## config.mk

```make
export PLATFORM = sky130hd
export DESIGN_NAME = output_writeback
export DESIGN_NICKNAME = d
export VERILOG_FILES = /design/src/rtl/output_writeback.sv
export SDC_FILE = /design/constraint.sdc
export NUM_CORES = 1
export LEC_CHECK = 0
export CELL_PAD_IN_SITES_DETAIL_PLACEMENT = 1
export CELL_PAD_IN_SITES_GLOBAL_PLACEMENT = 2
export CORE_MARGIN = 8
export CORE_UTILIZATION = 30
export CTS_CLUSTER_SIZE = 8
export DETAILED_ROUTE_END_ITERATION = 16
export HOLD_SLACK_MARGIN = 0.08
export PLACE_DENSITY = 0.92
export SYNTH_ARGS = -nofsm -noshare
export SYNTH_HDL_FRONTEND = slang
export SYNTH_SLANG_ARGS = --single-unit
```

## constraint.sdc

```tcl
create_clock -name clk -period 3.8 [get_ports clk]
set_input_delay 0.38 -clock clk [delete_from_list [all_inputs] [get_ports clk]]
set_output_delay 0.38 -clock clk [all_outputs]
set_load 0.005 [all_outputs]
```

## src/rtl/output_writeback.sv

```systemverilog
// Output writeback: shifts and narrows each result lane to 8 bits and writes one
// packed beat per cycle into the output BRAM, walking rows within tiles.
// Optional feature macro: WRITEBACK_SAT_EN (clamp lanes to [-128, 127] instead of wrapping).
module output_writeback #(
    parameter int unsigned LANES  = 8,
    parameter int unsigned ACC_W  = 32,
    parameter int unsigned ADDR_W = 12
) (
    input  logic                   clk,
    input  logic                   rst,
    input  logic                   start,
    input  logic [ADDR_W-1:0]      cfg_base_addr,
    input  logic [7:0]             cfg_rows,
    input  logic [7:0]             cfg_tiles,
    input  logic [ADDR_W-1:0]      cfg_tile_stride,
    input  logic [4:0]             cfg_shift,
    input  logic                   in_valid,
    input  logic [LANES*ACC_W-1:0] in_data,
    output logic                   in_ready,
    output logic                   bram_en,
    output logic                   bram_we,
    output logic [ADDR_W-1:0]      bram_addr,
    output logic [LANES*8-1:0]     bram_din,
    output logic                   busy,
    output logic                   done
);

    typedef enum logic [1:0] {StIdle, StRun, StFlush} state_e;

    state_e              state_q, state_d;
    logic [7:0]          rows_q, tiles_q;
    logic [ADDR_W-1:0]   stride_q;
    logic [4:0]          shift_q;
    logic [ADDR_W-1:0]   tile_base_q;  // base + tile_cnt * stride, kept incrementally
    logic [7:0]          row_cnt_q, tile_cnt_q;
    logic                wr_pend_q;
    logic [ADDR_W-1:0]   addr_q;
    logic [LANES*8-1:0]  din_q;
    logic                done_q;

    logic                accept, last_row, last_tile, start_ok, start_nop;
    logic [LANES*8-1:0]  packed_din;

    // Next-state logic and handshake decode
    always_comb begin
        state_d   = state_q;
        in_ready  = (state_q == StRun);
        accept    = in_valid && in_ready;
        last_row  = (row_cnt_q == (rows_q - 8'd1));
        last_tile = (tile_cnt_q == (tiles_q - 8'd1));
        start_ok  = (state_q == StIdle) && start && (cfg_rows != 8'd0) && (cfg_tiles != 8'd0);
        start_nop = (state_q == StIdle) && start && ((cfg_rows == 8'd0) || (cfg_tiles == 8'd0));
        unique case (state_q)
            StIdle:  if (start_ok) state_d = StRun;
            StRun:   if (accept && last_row && last_tile) state_d = StFlush;
            StFlush: state_d = StIdle;
            default: state_d = StIdle;
        endcase
    end

    // Per-lane arithmetic shift, then wrap or clamp to a signed byte
    always_comb begin
        packed_din = '0;
        for (int i = 0; i < LANES; i++) begin : g_lane
`ifdef WRITEBACK_SAT_EN
            logic signed [ACC_W-1:0] sh;
            sh = $signed(in_data[ACC_W*i +: ACC_W]) >>> shift_q;
            if (sh > 127)       packed_din[8*i +: 8] = 8'h7F;
            else if (sh < -128) packed_din[8*i +: 8] = 8'h80;
            else                packed_din[8*i +: 8] = 8'(sh);
`else
            packed_din[8*i +: 8] = 8'($signed(in_data[ACC_W*i +: ACC_W]) >>> shift_q);
`endif
        end
    end

    // FSM state register
    always_ff @(posedge clk) begin
        if (rst) state_q <= StIdle;
        else     state_q <= state_d;
    end

    // Configuration latch, row/tile walk, write pipeline stage and done pulse
    always_ff @(posedge clk) begin
        if (rst) begin
            rows_q      <= '0;
            tiles_q     <= '0;
            stride_q    <= '0;
            shift_q     <= '0;
            tile_base_q <= '0;
            row_cnt_q   <= '0;
            tile_cnt_q  <= '0;
            wr_pend_q   <= 1'b0;
            addr_q      <= '0;
            din_q       <= '0;
            done_q      <= 1'b0;
        end else begin
            wr_pend_q <= accept;
            done_q    <= start_nop || (state_q == StFlush);
            if (start_ok) begin
                rows_q      <= cfg_rows;
                tiles_q     <= cfg_tiles;
                stride_q    <= cfg_tile_stride;
                shift_q     <= cfg_shift;
                tile_base_q <= cfg_base_addr;
                row_cnt_q   <= '0;
                tile_cnt_q  <= '0;
            end else if (accept) begin
                addr_q <= tile_base_q + ADDR_W'(row_cnt_q);
                din_q  <= packed_din;
                if (last_row) begin
                    row_cnt_q   <= '0;
                    tile_cnt_q  <= tile_cnt_q + 8'd1;
                    tile_base_q <= tile_base_q + stride_q;
                end else begin
                    row_cnt_q <= row_cnt_q + 8'd1;
                end
            end
        end
    end

    assign bram_en   = wr_pend_q;
    assign bram_we   = wr_pend_q;
    assign bram_addr = addr_q;
    assign bram_din  = din_q;
    assign busy      = (state_q == StRun) || wr_pend_q;
    assign done      = done_q;

endmodule

```

==> results of run 1 <==
==> metal layers <==
metal / routed length (µm) / up-vias
li1: - / 7120
met1: 31300 / 7983
met2: 30320 / 827
met3: 6820 / 65
met4: 1816 / 2
met5: 8 / -
==> power by group through the flow <==
stage                     combinational, mW  sequential (mW)  clock, mW
after global placement                 2.29             1.69          0
after CTS                              2.36             1.67       1.76
after floorplan                        1.38             1.65          0
after global routing                   2.54             1.68       1.83
final                                  2.38             1.67       1.72
after detailed placement               2.35             1.70          0
==> cells by family (layout without fill, tap and decap cells) <==
kind of cell,Yosys count,count (layout)
compound gates,398,398
xor+xnor,48,48
fa+ha+maj,25,25
buf+inv,189,476
flops,141,141
mux,378,378
other cells,0,5
simple gates,550,550
==> layout by cell type, fill, tap and decap left out, drive strengths merged, types with 21 or more instances in the layout <==
master / instances
xor2: 25
o21ai: 133
nand2: 271
mux4: 209
a31oi: 33
mux2i: 98
a211oi: 21
mux2: 71
xnor2: 23
a21oi: 91
nor2: 167
inv: 29
o211ai: 81
ha: 23
dfxtp: 141
buf: 40
nand3: 45
clkdlybuf4s50: 384
==> registers in the layout, indices dropped and copies added, names as in the netlist, 2 cells and up <==
register,flops
shift_q,5
bram_din,64
tile_base_q,12
row_cnt_q,8
rows_q,8
bram_addr,12
tile_cnt_q,8
stride_q,12
tiles_q,8
state_q,2
==> worst max path at each step <==
stage | slack (ns) | from | to | cells past startpoint
3_5_place_dp | 0.61 | rows_q[2]$_SDFFE_PP0P_ | tile_cnt_q[7]$_SDFFE_PP0P_ | 7
6_report | 0.60 | rows_q[2]$_SDFFE_PP0P_ | tile_cnt_q[7]$_SDFFE_PP0P_ | 7
4_1_cts | 0.59 | rows_q[2]$_SDFFE_PP0P_ | tile_cnt_q[7]$_SDFFE_PP0P_ | 7
2_1_floorplan | 1.06 | rows_q[2]$_SDFFE_PP0P_ | tile_cnt_q[7]$_SDFFE_PP0P_ | 8
5_1_grt | 0.44 | rows_q[2]$_SDFFE_PP0P_ | tile_cnt_q[7]$_SDFFE_PP0P_ | 7
3_3_place_gp | 0.75 | rows_q[2]$_SDFFE_PP0P_ | tile_cnt_q[7]$_SDFFE_PP0P_ | 7
==> final cells by class <==
type,count,area share (%)
flip-flops and latches,141,13.77
clock inverters,15,0.8126
multi-input cells,1399,58.10
diodes,5,0.06064
inverters,20,0.3760
clock buffers,17,2.062
well taps,680,4.123
repair buffers,424,20.69
==> stage by stage <==
step | cells | cell area, µm² | setup slack [ns]
final | 2701 | 20630 | 0.5972
after global routing | 2699 | 20630 | 0.4437
after CTS | 2696 | 20620 | 0.5939
after detailed placement | 2664 | 20030 | 0.6110
after global placement | 2664 | 20030 | 0.7466
after floorplan | 1729 | 15530 | 1.059
==> worst register-to-register path, stage by stage, from the launching register on <==
cell	delay, ns
dfxtp_1	0.38
or3_1	0.44
or3_1	0.33
or4_4	0.45
a2111oi_4	0.68
nand4_1	0.26
or3_1	0.41
a21oi_1	0.17
==> flow_summary.rst, run 1 <==
.. list-table::
   :header-rows: 1

   * - Metric
     - Value
   * - Dominant combinational cell family by area after synthesis
     - multiplexers
   * - Residual antenna-violating net count after detailed routing
     - 0
   * - Startpoint of the most critical register-to-register path
     - rows_q[2]$_SDFFE_PP0P_
   * - Ranking of synthesized cells by area
     - mux4_2 (30%), dfxtp_1 (18%), nand2_1 (6.5%)
   * - Met1 track utilization from global routing
     - between 30% and 40%
   * - Area fraction of the dominant cell type after synthesis
     - a little under a third
   * - GRT Resource Usage Total
     - between 20 and 25%
   * - Leading register cell type out of synthesis
     - dfxtp_1
   * - Worst vdd ir
     - 335.8 µV
   * - CTS root buf
     - clkbuf_16
   * - End-of-flow core utilization
     - between 40% and 50%
   * - Transition time of the tightest slew-check pin
     - about 1.0 ns
   * - Sw power
     - roughly 2.1 mW
   * - Wire per inst
     - around 26 µm
   * - HPWL after detailed placement
     - between 50000 and 60000 µm
   * - Wire length reported by the detailed router
     - 70270 µm
   * - PnR Total Power
     - 5.770 mW
   * - TritonRoute pass-1 iters
     - 5
   * - Final Wtd Congestion
     - 0.9363
   * - Worst Skew
     - about 0.013 ns
   * - Yosys Warn Count
     - 0
   * - Switching share of power
     - a little over a third
   * - Required time at the worst-slack endpoint
     - 4.17 ns
   * - Instance count of the mapped netlist
     - 1729
   * - Met2 track demand over resource in global routing
     - roughly a third
   * - Busiest layer in global routing
     - met2
   * - Sequential standard cell area
     - 2841 µm²
   * - Total I/O pin count
     - approximately 390
   * - Critical path cell sequence
     - or3_1 > or3_1 > or4_4 > a2111oi_4 > nand4_1 > or3_1 > a21oi_1
   * - Fraction of final layout cells with drive strength greater than 1
     - roughly 18%
   * - CTS sink count
     - about 140
   * - Grt met3 use
     - a little over 6%
   * - Signed area change from the synthesized netlist to the final layout
     - 32.84%
   * - Vertical die dimension
     - about 240 µm
   * - Delay-heaviest family, CP
     - simple AND/OR/NAND/NOR gates
   * - Maximum root-to-sink buffer count
     - 2
   * - Hold Vio Cnt, Final
     - 0
   * - Initial antenna violation count
     - 4
   * - Post-synthesis instance area
     - between 15000 and 20000 µm²
   * - Bufs and invs on worst path
     - 0
   * - Multi-input gate area
     - about 12000 µm²
   * - 1st-iter DRT viols
     - 1392
   * - Critical path's most frequent cell
     - or3_1
   * - Critical Path Source Type
     - flip-flop
   * - Cell depth of the worst flop-to-flop path
     - 7
   * - Number of flip-flops and latches in the synthesized netlist
     - approximately 140
   * - Post-cts resize count
     - 0
   * - Depth of the CTS H-tree
     - 4
   * - CTS Hold Bufs
     - 0
   * - Nets in the synthesized netlist
     - between 2000 and 2500
   * - Largest net degree at the start of global routing
     - 140
   * - Static power due to leakage
     - between 7 and 8 nW
   * - Area of the placeable core
     - 51300 µm²
   * - Number of I/O port buffers
     - roughly 390
   * - Outcome
     - complete, no violations
   * - Maximum clock frequency
     - between 300 and 400 MHz
   * - Number of max-cap violations
     - 0
   * - EDFF count, synth
     - 0
   * - Worst hold slack after final layout
     - between 0.4 and 0.5 ns
   * - Critical path's slowest cell
     - a2111oi_4
   * - Count leader, synth
     - nand2_1
   * - Power Dens Cells
     - ~280 nW/µm²
   * - Hold-critical path endpoint
     - stride_q[0]$_SDFFE_PP0P_
   * - Proportion of synthesized flip-flops having asynchronous set or reset
     - 0%
   * - Clock-pin slew of the registers on the worst-case setup and hold paths
     - approximately 0.070 ns
   * - Horizontal die dimension
     - 243.5 µm
   * - Area fraction in compound gates after synthesis
     - about 16%
   * - Total Die Area
     - roughly 60000 µm²
   * - Part of the total power dissipated in combinational logic
     - around two fifths
   * - Clock group share of total power
     - roughly 30%
   * - Effective utilization at floorplan
     - 30.28%
   * - Post-layout nets
     - 2333
   * - Via/cell ratio
     - 5.923
   * - Setup bufs post-CTS
     - 0
   * - Overflow after GRT
     - 0
   * - Simple-Gate Fraction of Synth Area
     - 14.82%
   * - Most instantiated cells after synthesis
     - nand2_1 (271), mux4_2 (209), nor2_1 (167)
   * - Sequential fraction of the synthesis area
     - between 10% and 20%
   * - Critical path capture point type
     - flip-flop
   * - Mean post-synth cell area
     - around 9.0 µm²
   * - Multiplexer share of the synthesized area
     - 41.77%
   * - Filler cells
     - 5887
   * - Inserted Clock Buffers
     - 17
   * - Number of remaining DRC errors
     - 0
   * - Worst-path maximum fanout
     - 8
   * - R2R setup slack
     - 0.60 ns
   * - Worst reg2reg endpoint
     - tile_cnt_q[7]$_SDFFE_PP0P_
   * - Peak per-stage delay on the critical path
     - between 0.6 and 0.7 ns
   * - Critical path arrival
     - about 3.6 ns
   * - Hold wc startpoint
     - stride_q[0]$_SDFFE_PP0P_
   * - XOR/XNOR share of the synthesized area
     - 2.707%
   * - Wire length of the first global-routing pass
     - 105100 µm
   * - Critical path type
     - reg -> reg
   * - Fraction of the mapped netlist area in adder cells
     - 2.111%
   * - Pint
     - between 3 and 4 mW
   * - Count of final setup violators
     - 0
   * - Clock latency at the later pin of the worst-skew pair
     - about 0.45 ns
   * - Vias after detailed routing
     - 15997
   * - Ratio of final minimum period to clock period
     - 84.28%
   * - Class of the tightest hold or removal check
     - reg -> reg
   * - Setup repair after global routing missed its margin
     - no
   * - TritonCTS clock tree
     - yes
   * - Number of placement rows
     - between 80 and 90
   * - Worst slew margin relative to its limit
     - around 32%
   * - Setup_tns
     - 0 ns
   * - Synth cell types
     - 52
   * - WHS Path Cells
     - 2
   * - Count of final max-slew check failures
     - 0
   * - Library cell with the largest summed area after synthesis
     - mux4_2
   * - Vias in the first global route
     - ~16000
   * - Flop pwr share
     - 28.9%
   * - Min Clock Period, post-route
     - 3.203 ns
Note: power is estimated with default switching activity, not from simulation.
==> run 2: changes to the inputs <==
--- a/config.mk
+++ b/config.mk
@@ -8,11 +8,11 @@
 export CELL_PAD_IN_SITES_DETAIL_PLACEMENT = 1
 export CELL_PAD_IN_SITES_GLOBAL_PLACEMENT = 2
 export CORE_MARGIN = 8
-export CORE_UTILIZATION = 30
+export CORE_UTILIZATION = 27
 export CTS_CLUSTER_SIZE = 8
 export DETAILED_ROUTE_END_ITERATION = 16
 export HOLD_SLACK_MARGIN = 0.08
-export PLACE_DENSITY = 0.92
+export PLACE_DENSITY = 0.87
 export SYNTH_ARGS = -nofsm -noshare
 export SYNTH_HDL_FRONTEND = slang
 export SYNTH_SLANG_ARGS = --single-unit
==> constraint.sdc (replaced) <==
create_clock -name clk -period 2.82 [get_ports clk]
set_input_delay 0.282 -clock clk [delete_from_list [all_inputs] [get_ports clk]]
set_output_delay 0.282 -clock clk [all_outputs]
set_load 0.005 [all_outputs]
==> flow_summary.rst, run 2 (same netlist as run 1, synthesis figures left out) <==
.. list-table::
   :header-rows: 1

   * - Metric
     - Value
   * - Total I/O pin count
     - about 390
   * - Effective utilization at floorplan
     - about 27%
   * - WHS Path Cells
     - 2
   * - Largest net degree at the start of global routing
     - 140
   * - Wire length on met2
     - 31770 µm
   * - Cell depth of the worst flop-to-flop path
     - 8
   * - Worst-path maximum fanout
     - 9
   * - Non-filler cells, final
     - around 2800
   * - GRT Resource Usage Total
     - a little over a fifth
   * - Setup_tns
     - 0 ns
   * - Wire per inst
     - 25.13 µm
   * - M1 WL
     - 32140 µm
   * - Outcome
     - complete, no violations
   * - Worst reg2reg endpoint
     - tile_base_q[2]$_SDFFE_PP0P_
   * - HPWL after detailed placement
     - 57590 µm
   * - Vertical die dimension
     - 255.9 µm
   * - Ratio of final minimum period to clock period
     - between 90 and 100%
   * - Uppermost signal routing layer after detailed routing
     - met5
   * - TritonCTS clock tree
     - yes
   * - Worst vdd ir
     - about 430 µV
   * - Via/cell ratio
     - ~5.7
   * - Number of placement rows
     - 88
   * - Overflow after GRT
     - 0
   * - Total instance count after detailed placement
     - 2789
   * - Total Die Area
     - between 60000 and 70000 µm²
   * - Horizontal die dimension
     - between 200 and 300 µm
   * - Inserted Clock Buffers
     - 17
   * - R2R setup slack
     - between 0.1 and 0.15 ns
   * - Number of I/O port buffers
     - slightly below 400
   * - Residual antenna-violating net count after detailed routing
     - 0
   * - Power Dens Cells
     - roughly 380 nW/µm²
   * - Most common library cell in the layout ignoring fill and taps
     - clkdlybuf4s50_1
   * - Number of max-cap violations
     - 0
   * - Wire length reported by the detailed router
     - 71230 µm
   * - Number of remaining DRC errors
     - 0
   * - Vias after detailed routing
     - about 16000
   * - Post-layout nets
     - about 2400
   * - Critical Path Source Type
     - flip-flop
   * - Signed area change from the synthesized netlist to the final layout
     - 36.75%
   * - Met3 WL
     - 5827 µm
   * - Hold-critical path endpoint
     - bram_din[33]$_SDFFE_PP0P_
   * - 1st-iter DRT viols
     - between 1000 and 1500
   * - Number of flip-flops in the largest register
     - between 60 and 70
   * - Final Wtd Congestion
     - approximately 0.93
   * - Critical path arrival
     - around 3.0 ns
   * - Maximum root-to-sink buffer count
     - 2
   * - Critical path type
     - reg -> reg
   * - Worst Skew
     - 0.01795 ns
   * - Count of final max-slew check failures
     - 0
   * - Clock-pin slew of the registers on the worst-case setup and hold paths
     - roughly 0.08 ns
   * - Count of final setup violators
     - 0
   * - CTS root buf
     - clkbuf_16
   * - Hold Vio Cnt, Final
     - 0
   * - Worst slew margin relative to its limit
     - between 50% and 60%
   * - Area of the placeable core
     - 57250 µm²
   * - Wire length of the first global-routing pass
     - ~110000 µm
   * - Startpoint of the most critical register-to-register path
     - rows_q[2]$_SDFFE_PP0P_
   * - Depth of the CTS H-tree
     - 4
   * - Vias in the first global route
     - around 16000
   * - Initial antenna violation count
     - 13
   * - Critical path capture point type
     - flip-flop
   * - Fraction of final layout cells with drive strength greater than 1
     - about 20%
   * - Min Clock Period, post-route
     - about 2.7 ns
   * - Required time at the worst-slack endpoint
     - about 3.1 ns
   * - Hold wc startpoint
     - rst
   * - TritonRoute pass-1 iters
     - 5
   * - Clock latency at the later pin of the worst-skew pair
     - between 0.4 and 0.5 ns
   * - CTS Hold Bufs
     - 0
   * - CTS sink count
     - approximately 140
   * - Setup repair after global routing missed its margin
     - no
   * - Static power due to leakage
     - 7.411 nW
   * - Transition time of the tightest slew-check pin
     - 0.6432 ns
   * - Class of the tightest hold or removal check
     - in -> reg
   * - Maximum clock frequency
     - around 370 MHz
   * - Top library cells by usage in the layout, fill and taps aside
     - clkdlybuf4s50_1 (384), nand2_1 (271), mux4_2 (209)
[run 2: changes by cell type in the layout (fill, tap and decap cells not counted), moves of 2 or more]
cell     previous run  this run
buf_12             10        19
buf_4              30        61
buf_6               0         2
diode_2             5        11
inv_6               6         4
inv_8               3         6
[run 2: worst max path at each step]
stage                           start                          end  slack [ns]  depth (start not counted)
2_1_floorplan  rows_q[2]$_SDFFE_PP0P_   tile_cnt_q[7]$_SDFFE_PP0P_        0.08                          8
6_report       rows_q[2]$_SDFFE_PP0P_  tile_base_q[2]$_SDFFE_PP0P_        0.14                          8
3_5_place_dp   rows_q[2]$_SDFFE_PP0P_  tile_base_q[7]$_SDFFE_PP0P_        0.08                          9
4_1_cts        rows_q[2]$_SDFFE_PP0P_  tile_base_q[7]$_SDFFE_PP0P_        0.05                          9
5_1_grt        rows_q[2]$_SDFFE_PP0P_  tile_base_q[6]$_SDFFE_PP0P_        0.02                          7
3_3_place_gp   rows_q[2]$_SDFFE_PP0P_  tile_base_q[6]$_SDFFE_PP0P_        0.14                          7
[run 2: routing by layer]
| metal | global-route usage (%) | vias up |
|---|---|---|
| met3 | 6.219 | 68 |
| li1 | - | 7228 |
| met1 | 28.85 | 8065 |
| met5 | 0 | - |
| met2 | 31.66 | 710 |
| met4 | 5.609 | 2 |
[run 2: power by group]
part | leakage [nW] | internal (mW) | total [mW] | switching, mW
Combinational | 5.94 | 1.67 | 3.28 | 1.61
Clock | 0.319 | 1.44 | 2.53 | 1.09
Sequential | 1.16 | 2.11 | 2.23 | 0.128
Total | 7.41 | 5.21 | 8.04 | 2.83
[run 2: worst max-delay path: stages (launching register included)]
cell and delay, ns:
dfxtp_1 0.31, or3_1 0.41, or3_1 0.32, or4_4 0.44, a2111oi_4 0.33, buf_4 0.22
buf_4 0.20, mux2i_1 0.20, a211oi_1 0.09
[run 2: per-stage QoR]
stage	worst slack (ns)	hold WS [ns]	power (mW)	utilization [%]	area (µm²)
6_report	0.1378	0.2241	8.039	37.10	21240
5_1_grt	0.01545	0.2121	8.442	37.07	21220
4_1_cts	0.05482	0.2004	8.095	37.01	21190
3_5_place_dp	0.07847	0.4592	5.522	35.89	20550
3_3_place_gp	0.1374	0.4561	5.440	35.89	20550
2_1_floorplan	0.07865	0.4180	4.073	-	15530
[run 2: area by class of cell]
cell class / instances / area, µm²
timing repair buffer: 466 / 4705
inverter: 20 / 77.57
tap: 765 / 957.2
multi-input combinational: 1399 / 11990
antenna: 11 / 27.53
clock buffer: 19 / 464.2
sequential: 141 / 2841
fill: 6583 / 36010
clock inverter: 13 / 178.9
[run 2: repair_timing]
| item | CTS | global route |
|---|---|---|
| setup buffers | 0 | 2 |
| gates resized for setup | 0 | 1 |
| setup endpoints to repair | 0 | 8 |
| endpoints found under the hold margin | 0 | 0 |
==> run 3: changes to the inputs <==
==> config.mk (replaced) <==
export PLATFORM = sky130hd
export DESIGN_NAME = output_writeback
export DESIGN_NICKNAME = d
export VERILOG_FILES = /design/src/rtl/output_writeback.sv
export SDC_FILE = /design/constraint.sdc
export NUM_CORES = 1
export LEC_CHECK = 0
export CORE_MARGIN = 8
export CORE_UTILIZATION = 40
export CTS_CLUSTER_SIZE = 8
export DETAILED_ROUTE_END_ITERATION = 16
export HOLD_SLACK_MARGIN = 0.08
export PLACE_DENSITY = 0.77
export SYNTH_ARGS = -nofsm -noshare
export SYNTH_HDL_FRONTEND = slang
export SYNTH_SLANG_ARGS = --single-unit
export TNS_END_PERCENT = 100
==> constraint.sdc (replaced) <==
create_clock -name clk -period 3 [get_ports clk]
set_input_delay 0.3 -clock clk [delete_from_list [all_inputs] [get_ports clk]]
set_output_delay 0.3 -clock clk [all_outputs]
set_load 0.005 [all_outputs]
==> flow_summary.rst, run 3 (same netlist as run 1, synthesis figures left out) <==
.. list-table::
   :header-rows: 1

   * - Metric
     - Value
   * - Transition time of the tightest slew-check pin
     - about 0.86 ns
   * - Hold Vio Cnt, Final
     - 0
   * - Signed area change from the synthesized netlist to the final layout
     - 31.70%
   * - Worst slew margin relative to its limit
     - between 40% and 50%
   * - Largest net degree at the start of global routing
     - 140
   * - Worst vdd ir
     - a little under 300 µV
   * - Clock latency at the later pin of the worst-skew pair
     - between 0.4 and 0.5 ns
   * - Static power due to leakage
     - 7.123 nW
   * - Fraction of final layout cells with drive strength greater than 1
     - between 10% and 20%
   * - Vertical die dimension
     - between 200 and 250 µm
   * - CTS root buf
     - clkbuf_16
   * - Post-layout nets
     - 2330
   * - Area of the placeable core
     - ~38000 µm²
   * - Total instance count after detailed placement
     - 2499
   * - Worst hold slack after final layout
     - ~0.32 ns
   * - Inserted Clock Buffers
     - 17
   * - CTS sink count
     - roughly 140
   * - TritonCTS clock tree
     - yes
   * - GRT Resource Usage Total
     - a little over a quarter
   * - Non-filler cells, final
     - 2534
   * - Number of I/O port buffers
     - ~390
   * - Worst Skew
     - around 0.013 ns
   * - Maximum clock frequency
     - approximately 350 MHz
   * - Critical path capture point type
     - flip-flop
   * - Count of final setup violators
     - 0
   * - Total I/O pin count
     - 386
   * - Hold-critical path endpoint
     - bram_din[34]$_SDFFE_PP0P_
   * - Total Die Area
     - about 45000 µm²
   * - Initial antenna violation count
     - 3
   * - Wire per inst
     - approximately 25 µm
   * - WHS Path Cells
     - 2
   * - HPWL after detailed placement
     - 50670 µm
   * - Critical Path Source Type
     - flip-flop
   * - Worst-path maximum fanout
     - 17
   * - Critical path type
     - reg -> reg
   * - Required time at the worst-slack endpoint
     - roughly 3.3 ns
   * - Horizontal die dimension
     - 213.1 µm
   * - Final Wtd Congestion
     - about 0.97
   * - Setup repair after global routing missed its margin
     - no
   * - Effective utilization at floorplan
     - a little over 40%
   * - CTS Hold Bufs
     - 0
   * - TritonRoute pass-1 iters
     - 5
   * - Critical path arrival
     - around 3.2 ns
   * - Startpoint of the most critical register-to-register path
     - rows_q[3]$_SDFFE_PP0P_
   * - Overflow after GRT
     - 0
   * - Grt met3 use
     - 6.400%
   * - Count of final max-slew check failures
     - 0
   * - Min Clock Period, post-route
     - approximately 2.9 ns
   * - 1st-iter DRT viols
     - between 1500 and 2000
   * - Number of flip-flops in the largest register
     - between 60 and 70
   * - Outcome
     - complete, no violations
   * - Post-cts resize count
     - 0
   * - Depth of the CTS H-tree
     - 4
   * - Maximum root-to-sink buffer count
     - 2
   * - Worst reg2reg endpoint
     - tile_base_q[6]$_SDFFE_PP0P_
   * - Power Dens Cells
     - between 300 and 400 nW/µm²
   * - Hold wc startpoint
     - rst
   * - Clock-pin slew of the registers on the worst-case setup and hold paths
     - 0.07 ns
   * - Wire length reported by the detailed router
     - about 64000 µm
   * - Number of remaining DRC errors
     - 0
   * - Number of placement rows
     - 72
   * - Class of the tightest hold or removal check
     - in -> reg
   * - Ratio of final minimum period to clock period
     - between 90% and 100%
   * - PnR Total Power
     - 7.126 mW
   * - Met2 track demand over resource in global routing
     - roughly 41%
   * - Setup_tns
     - 0 ns
   * - Via/cell ratio
     - 6.274
   * - R2R setup slack
     - 0.13 ns
   * - Number of max-cap violations
     - 0
   * - Cell depth of the worst flop-to-flop path
     - 7
   * - Residual antenna-violating net count after detailed routing
     - 0
   * - Vias after detailed routing
     - between 15000 and 20000
   * - Busiest layer in global routing
     - met2
   * - Vias in the first global route
     - approximately 15000
   * - Wire length of the first global-routing pass
     - 95790 µm
   * - Top library cells by usage in the layout, fill and taps aside
     - clkdlybuf4s50_1 (384), nand2_1 (271), mux4_2 (209)
   * - Setup bufs post-CTS
     - 0
   * - Most common library cell in the layout ignoring fill and taps
     - clkdlybuf4s50_1
   * - Met1 track utilization from global routing
     - between 30 and 40%
==> run 3: changes by cell type in the layout (fill, tap and decap cells not counted), moves of 2 or more <==
cell,previous run,this run
buf_4,61,20
diode_2,11,3
inv_8,6,3
buf_12,19,17
buf_6,2,0
bufinv_16,2,0
clkinv_4,0,2
clkinvlp_4,0,2
==> run 3: per-stage QoR <==
| step | util [%] | setup slack (ns) | cell area [µm²] |
|---|---|---|---|
| after floorplan | - | 0.2587 | 15530 |
| after global placement | 51.71 | 0.2270 | 19890 |
| after detailed placement | 51.71 | 0.1556 | 19890 |
| after CTS | 53.16 | 0.1490 | 20450 |
| after global routing | 53.18 | 0.02546 | 20460 |
| final | 53.18 | 0.1267 | 20460 |
==> run 3: worst max path at each step <==
stage | cells past startpoint | endpoint | slack [ns] | startpoint
after global placement | 8 | tile_cnt_q[6]$_SDFFE_PP0P_ | 0.23 | rows_q[3]$_SDFFE_PP0P_
after floorplan | 8 | tile_cnt_q[7]$_SDFFE_PP0P_ | 0.26 | rows_q[2]$_SDFFE_PP0P_
final | 7 | tile_base_q[6]$_SDFFE_PP0P_ | 0.13 | rows_q[3]$_SDFFE_PP0P_
after global routing | 7 | tile_base_q[6]$_SDFFE_PP0P_ | 0.03 | rows_q[3]$_SDFFE_PP0P_
after detailed placement | 7 | tile_base_q[6]$_SDFFE_PP0P_ | 0.16 | rows_q[3]$_SDFFE_PP0P_
after CTS | 7 | tile_base_q[6]$_SDFFE_PP0P_ | 0.15 | rows_q[3]$_SDFFE_PP0P_
==> run 3: where the power goes <==
| part | total (mW) | switching (mW) | internal (mW) |
|---|---|---|---|
| registers | 2.09 | 0.113 | 1.98 |
| clock network | 2.05 | 0.954 | 1.09 |
| logic | 2.99 | 1.46 | 1.52 |
==> run 3: per-layer routing <==
layer,wire (µm),vias to the layer above
met5,0,-
li1,-,7108
met3,6852,59
met2,28700,1017
met1,26760,7714
met4,1204,0
==> run 3: area by class of cell <==
class	count	area, µm²
antenna	3	7.507
clock buffer	18	429.2
clock inverter	14	128.9
fill	3486	18010
inverter	20	77.57
multi-input combinational	1399	11990
sequential	141	2841
tap	518	648.1
timing repair buffer	421	4334
==> run 3: worst max-delay path, stage by stage (launching register included) <==
cell	delay, ns
dfxtp_1	0.37
or3_1	0.40
or3_1	0.31
or4_4	0.45
a2111oi_4	0.46
buf_12	0.20
mux2_2	0.33
a211oi_1	0.25
